**config.mk**
```make
export PLATFORM = sky130hd
export DESIGN_NAME = receiver
export DESIGN_NICKNAME = d
export VERILOG_FILES = /design/src/rtl/uart_pkg.sv /design/src/rtl/rx_sync.sv /design/src/rtl/receiver.sv
export SDC_FILE = /design/constraint.sdc
export NUM_CORES = 1
export LEC_CHECK = 0
export BUFFER_PORTS_ARGS = -buffer_cell sky130_fd_sc_hd__buf_2
export CORE_ASPECT_RATIO = 0.5
export CORE_UTILIZATION = 55
export DETAILED_ROUTE_END_ITERATION = 16
export PLACE_DENSITY = 0.74
export SLEW_MARGIN = 20
export SYNTH_ARGS = -nofsm -noshare
export SYNTH_HDL_FRONTEND = slang
export SYNTH_SLANG_ARGS = --single-unit
```
**constraint.sdc**
```tcl
create_clock -name clk -period 2 [get_ports clk]
set_input_delay 0.2 -clock clk [delete_from_list [all_inputs] [get_ports clk]]
set_output_delay 0.2 -clock clk [all_outputs]
set_load 0.02 [all_outputs]
```
**src/rtl/uart_pkg.sv**
```systemverilog
// Shared UART definitions: receiver state encoding, frame width and the
// bit-timing helpers used by both the receive and transmit paths.
package uart_pkg;

   typedef enum logic [2:0] {
      IDLE   = 3'd0,
      START  = 3'd1,
      DATA   = 3'd2,
      PARITY = 3'd3,
      STOP   = 3'd4
   } rx_state_t;

   localparam int DATA_BITS = 8;

   function automatic logic [31:0] half_bit_count(input int clk_per_half_bit);
      return 32'(clk_per_half_bit - 1);
   endfunction

   function automatic logic [31:0] full_bit_count(input int clk_per_half_bit);
      return 32'(2 * clk_per_half_bit - 1);
   endfunction

endpackage

```
**src/rtl/rx_sync.sv**
```systemverilog
// Two-flop synchroniser for an asynchronous single-bit input; both flops
// reset to RESET_VAL so an idle-high line does not look like an edge.
module rx_sync #(
   parameter logic RESET_VAL = 1'b1
) (
   input  logic clk,
   input  logic rstn,
   input  logic d_i,
   output logic q_o
);

   logic meta_q;
   logic sync_q;

   // metastability filter chain
   always_ff @(posedge clk or negedge rstn) begin
      if (!rstn) begin
         meta_q <= RESET_VAL;
         sync_q <= RESET_VAL;
      end else begin
         meta_q <= d_i;
         sync_q <= meta_q;
      end
   end

   assign q_o = sync_q;

endmodule

```
**src/rtl/receiver.sv**
```systemverilog
// UART receive path: 8N1 (8E1 with RECEIVER_PARITY_EN defined), LSB first,
// bit-centre sampling, byte presented on a valid/ready output register.
module receiver
   import uart_pkg::*;
#(
   parameter int CLK_PER_HALF_BIT = 5208
) (
   input  logic       clk,
   input  logic       rstn,
   input  logic       UART_RX,
   output logic [7:0] data_recv,
   output logic       valid_recv,
   input  logic       ready_recv,
`ifdef RECEIVER_PARITY_EN
   output logic       parity_err,
`endif
   output logic       frame_err,
   output logic       overrun
);

   localparam logic [31:0] HALF_CNT = half_bit_count(CLK_PER_HALF_BIT);
   localparam logic [31:0] FULL_CNT = full_bit_count(CLK_PER_HALF_BIT);
   localparam logic [2:0]  LAST_IDX = 3'(DATA_BITS - 1);

   logic        rx_s;
   logic        rx_prev_q;
   rx_state_t   state_q, state_d;
   logic [31:0] cnt_q, cnt_d;
   logic [2:0]  bit_idx_q, bit_idx_d;
   logic [7:0]  shreg_q, shreg_d;
   logic        stop_ok_q, stop_ok_d;
   logic        frame_err_q, frame_err_d;
   logic [7:0]  data_q, data_d;
   logic        valid_q, valid_d;
   logic        overrun_q, overrun_d;
   logic        load_s;
`ifdef RECEIVER_PARITY_EN
   logic        par_q, par_d;
   logic        parity_err_q, parity_err_d;
`endif

   rx_sync #(.RESET_VAL(1'b1)) u_rx_sync (
      .clk  (clk),
      .rstn (rstn),
      .d_i  (UART_RX),
      .q_o  (rx_s)
   );

   // frame FSM: bit timing, sampling and shift register
   always_comb begin
      state_d     = state_q;
      cnt_d       = cnt_q + 32'd1;
      bit_idx_d   = bit_idx_q;
      shreg_d     = shreg_q;
      stop_ok_d   = 1'b0;
      frame_err_d = 1'b0;
`ifdef RECEIVER_PARITY_EN
      par_d       = par_q;
`endif
      case (state_q)
         IDLE: begin
            cnt_d = 32'd0;
            if (rx_prev_q && !rx_s) begin
               state_d = START;
            end else begin
               state_d = IDLE;
            end
         end
         START: begin
            if (cnt_q == HALF_CNT) begin
               if (!rx_s) begin
                  state_d   = DATA;
                  bit_idx_d = 3'd0;
               end else begin
                  state_d = IDLE;
               end
            end else begin
               state_d = START;
            end
         end
         DATA: begin
            if (cnt_q == FULL_CNT) begin
               shreg_d = {rx_s, shreg_q[7:1]};
               cnt_d   = 32'd0;
               if (bit_idx_q == LAST_IDX) begin
`ifdef RECEIVER_PARITY_EN
                  state_d = PARITY;
`else
                  state_d = STOP;
`endif
               end else begin
                  bit_idx_d = bit_idx_q + 3'd1;
               end
            end else begin
               state_d = DATA;
            end
         end
`ifdef RECEIVER_PARITY_EN
         PARITY: begin
            if (cnt_q == FULL_CNT) begin
               par_d   = rx_s;
               state_d = STOP;
            end else begin
               state_d = PARITY;
            end
         end
`endif
         STOP: begin
            // leave at the stop-bit centre so a following start edge is not missed
            if (cnt_q == FULL_CNT) begin
               state_d     = IDLE;
               stop_ok_d   = rx_s;
               frame_err_d = !rx_s;
            end else begin
               state_d = STOP;
            end
         end
         default: begin
            state_d = IDLE;
         end
      endcase
      if (state_d != state_q) begin
         cnt_d = 32'd0;
      end else begin
         cnt_d = cnt_d;
      end
   end

   assign load_s = stop_ok_q && (!valid_q || ready_recv);

   // output register with valid/ready handshake and overrun detection
   always_comb begin
      data_d    = data_q;
      valid_d   = valid_q;
      overrun_d = stop_ok_q && !load_s;
      if (load_s) begin
         data_d  = shreg_q;
         valid_d = 1'b1;
      end else if (valid_q && ready_recv) begin
         valid_d = 1'b0;
      end else begin
         valid_d = valid_q;
      end
`ifdef RECEIVER_PARITY_EN
      parity_err_d = stop_ok_q && (^{shreg_q, par_q});
`endif
   end

   // state and datapath registers
   always_ff @(posedge clk or negedge rstn) begin
      if (!rstn) begin
         rx_prev_q   <= 1'b1;
         state_q     <= IDLE;
         cnt_q       <= 32'd0;
         bit_idx_q   <= 3'd0;
         shreg_q     <= 8'd0;
         stop_ok_q   <= 1'b0;
         frame_err_q <= 1'b0;
         data_q      <= 8'd0;
         valid_q     <= 1'b0;
         overrun_q   <= 1'b0;
`ifdef RECEIVER_PARITY_EN
         par_q        <= 1'b0;
         parity_err_q <= 1'b0;
`endif
      end else begin
         rx_prev_q   <= rx_s;
         state_q     <= state_d;
         cnt_q       <= cnt_d;
         bit_idx_q   <= bit_idx_d;
         shreg_q     <= shreg_d;
         stop_ok_q   <= stop_ok_d;
         frame_err_q <= frame_err_d;
         data_q      <= data_d;
         valid_q     <= valid_d;
         overrun_q   <= overrun_d;
`ifdef RECEIVER_PARITY_EN
         par_q        <= par_d;
         parity_err_q <= parity_err_d;
`endif
      end
   end

   assign data_recv  = data_q;
   assign valid_recv = valid_q;
   assign frame_err  = frame_err_q;
   assign overrun    = overrun_q;
`ifdef RECEIVER_PARITY_EN
   assign parity_err = parity_err_q;
`endif

endmodule

```
==> flow_summary.ini <==
[synthesis]
yosysSeqAreaShare_pct = 53.1
synth_edf_count = 0
synth-seq-cells = 61
syn-num-nets = 268
synth.largest_area_cell = dfrtp_1
ys_warn_count = 0
ys_dominant_reg_cell = dfrtp_1
synth_area_um2 = 2880
yosys-top-cells-area = dfrtp_1 50%, mux2_2 7.0%, xnor2_1 6.1%
syn_avg_cell_area_um2 = 11.0
yosysUniqueCellTypes = 36
synth_common_cells = 58 x dfrtp_1, 42 x nor2_1, 20 x xnor2_1
synth_top_area_share_pct = 50.4
synth_most_common_cell = dfrtp_1
ys_async_sr_fraction_pct = 100
netlist_instances = 261

[setup_path]
worstPathCellList = ha_2 -> and3_1 -> nand4_1 -> nor3_4 -> buf_12 -> mux2_2
critPathMaxStageDelay_ns = 0.39
path_max_fanout = 8
required_ns = 2.21
timing_worst_setup_path_type = register to register
end_kind = register
start_kind = register
worstPathArrival_ns = 2.15
crit_path_top_delay_cell = dfrtp_1

[clocking]
ctsHtreeMaxLevel = 3
path_clk_slew_ns = 0.06
numCtsBuffers = 9
clock-sinks = 61
cts_tree = done
ctsLongestPathBuffers = 2
cts_root_buf = clkbuf_8
insertion_delay_ns = 0.33

[pwr]
power_w = 0.00300
p_leak_nw = 1.72
power_density_nw_per_um2 = 825
ir_drop_mv = 0.426

[floorplan]
die_height_um = 53.2
start_util_pct = 57.9
coreArea_um2 = 4980
rows = 18
fp.dieW_um = 104
die-area_um2 = 5550
io_pins = 15

[drt]
routedWlPerCell_um = 15.2
drtIter0Drc = 141
via_count = 2155
first_pass_iters = 6
vias_per_cell = 5.55
wirelength_um = 5880
drcViolationCount = 0
ant_nets = 0

[timing]
max_freq_ghz = 0.517
setup_viol = 0
finalCritPeriodShare_pct = 96.8
fin_skew_ns = 0.0117
grt_setup_unrepaired = true
slew_violations = 0
slew-limit-headroom_pct = 77.4
worstMarginPinSlew_ns = 0.337
hold_viol = 0
finalCriticalPeriod_ns = 1.94
finalWorstSetupSlack_ns = 0.0641

[global_routing]
grt-ovfl-total = 0
antenna_found_initial = 0
grt_pass1_wl_um = 9400
grt_max_degree = 62
grt_pass1_vias = 2084
grtUsageTotal_pct = 22.6

[place]
io_buffers = 14
dpl.hpwl_um = 3800
place.gp.congestion = 0.833
dp_slack_ns = -0.0287

[final_layout]
drive_gt1_share_pct = 31.1
diodes = 0
syn_to_final_growth_pct = 26.2
nNetsFinal = 320

[hold_path]
hp-class = input pin to register

[outcome]
status = completed

[flow_run]
max-cap-violations = 0
==> worst max-delay path, delay by kind of cell (launching register included) <==
kind                       cells  cell delay (ns)
adders and majority gates      1             0.23
buffers and inverters          1             0.15
DFF                            1             0.39
muxes                          1             0.32
and+or+nand+nor                3             0.74
==> metal layers <==
metal	wire length [um]	track usage (%)	up-vias	part of all wire, %
li1	-	-	1029	-
met1	2600	26.7	1053	44
met2	2870	38.6	64	49
met3	354	7.39	9	6.0
met4	61	10.5	0	1.0
met5	0	0	-	0
==> power by group <==
part           switching [W]  internal, W  total (W)  leakage (nW)
sequential         0.0000933      0.00131    0.00140         0.822
combinational       0.000129     0.000127   0.000257         0.770
clock               0.000446     0.000894    0.00134         0.127
==> logic make-up after synthesis <==
kind of cell	share of synthesized area, %
flops	53.1
compound gates	2.21
mux	7.38
xor+xnor	9.12
buf+inv	2.65
fa+ha+maj	1.30
simple gates	24.2
==> sequential cells by signal (all words and copies together) (netlist names) <==
name and count:
cnt_q 32, data_recv 8, shreg_q 8, bit_idx_q 3, state_q 3, frame_err 1, overrun 1, rx_prev_q 1
stop_ok_q 1, u_rx_sync.meta_q 1, u_rx_sync.q_o 1, valid_recv 1
==> repair_timing <==
item / CTS / global route
hold buffers: 2 / 0
setup endpoints to repair: 15 / 43
buffers inserted: 0 / 0
hold endpoints to repair: 59 / 0
pin swaps: 0 / 1
gates resized for setup: 3 / 13
gates cloned: 0 / 2
==> area by class of cell <==
cell class              count  area (um^2)
multi-input cells         187         1360
fillers                   323         1340
flip-flops and latches     61         1530
clock buffers              12          155
inverters                   6         22.5
clock inverters             4         95.1
repair buffers             48          389
well taps                  70         87.6
==> metrics by stage <==
stage / util [%] / area (um^2) / TNS, ns / std cells / hold WS, ns
after detailed placement: 65.3 / 3250 / -0.146 / 368 / 0.235
after global routing: 73.1 / 3640 / -0.0611 / 388 / 0.173
after CTS: 71.1 / 3540 / 0 / 386 / 0.143
final: 73.1 / 3640 / 0 / 388 / 0.168
after floorplan: - / 2880 / 0 / 261 / -0.0956
after global placement: 65.3 / 3250 / 0 / 368 / 0.227
==> worst paths after layout <==
kind	startpoint	endpoint	slack, ns	depth (start not counted)
min in group asynchronous	rstn	data_recv[4]	0.44	3
worst max-delay path	cnt_q[0]	shreg_q[5]	0.06	6
max in group asynchronous	rstn	u_rx_sync.meta_q	1.26	3
worst min register to register	u_rx_sync.meta_q	u_rx_sync.q_o	0.36	0
worst min-delay path	ready_recv	overrun	0.17	3
worst max register to register	cnt_q[0]	shreg_q[5]	0.06	6
==> placed cells by master (no fill, tap or decap), types with 2 or more instances in the layout <==
master	synthesis	layout
nor3_1	10	10
nand2_1	15	15
nor2_1	42	42
xor2_1	10	10
nand3_1	11	11
dfrtp_1	58	57
inv_1	6	6
nor2b_1	4	4
mux2_2	18	18
nand2b_1	2	2
xnor2_1	20	20
nor4_2	1	6
and4b_1	2	2
nor4bb_1	4	4
o21ai_2	0	2
buf_12	0	3
and2_1	2	2
nand4_1	8	8
bufinv_16	0	3
buf_4	0	27
buf_2	4	14
clkbuf_8	0	11
and4_1	7	7
dfstp_2	3	3
ha_1	3	2
nor4_1	10	4
and3_1	3	3
dlygate4sd3_1	0	2
a22o_1	2	2
Power figures use the tool's default switching activity.
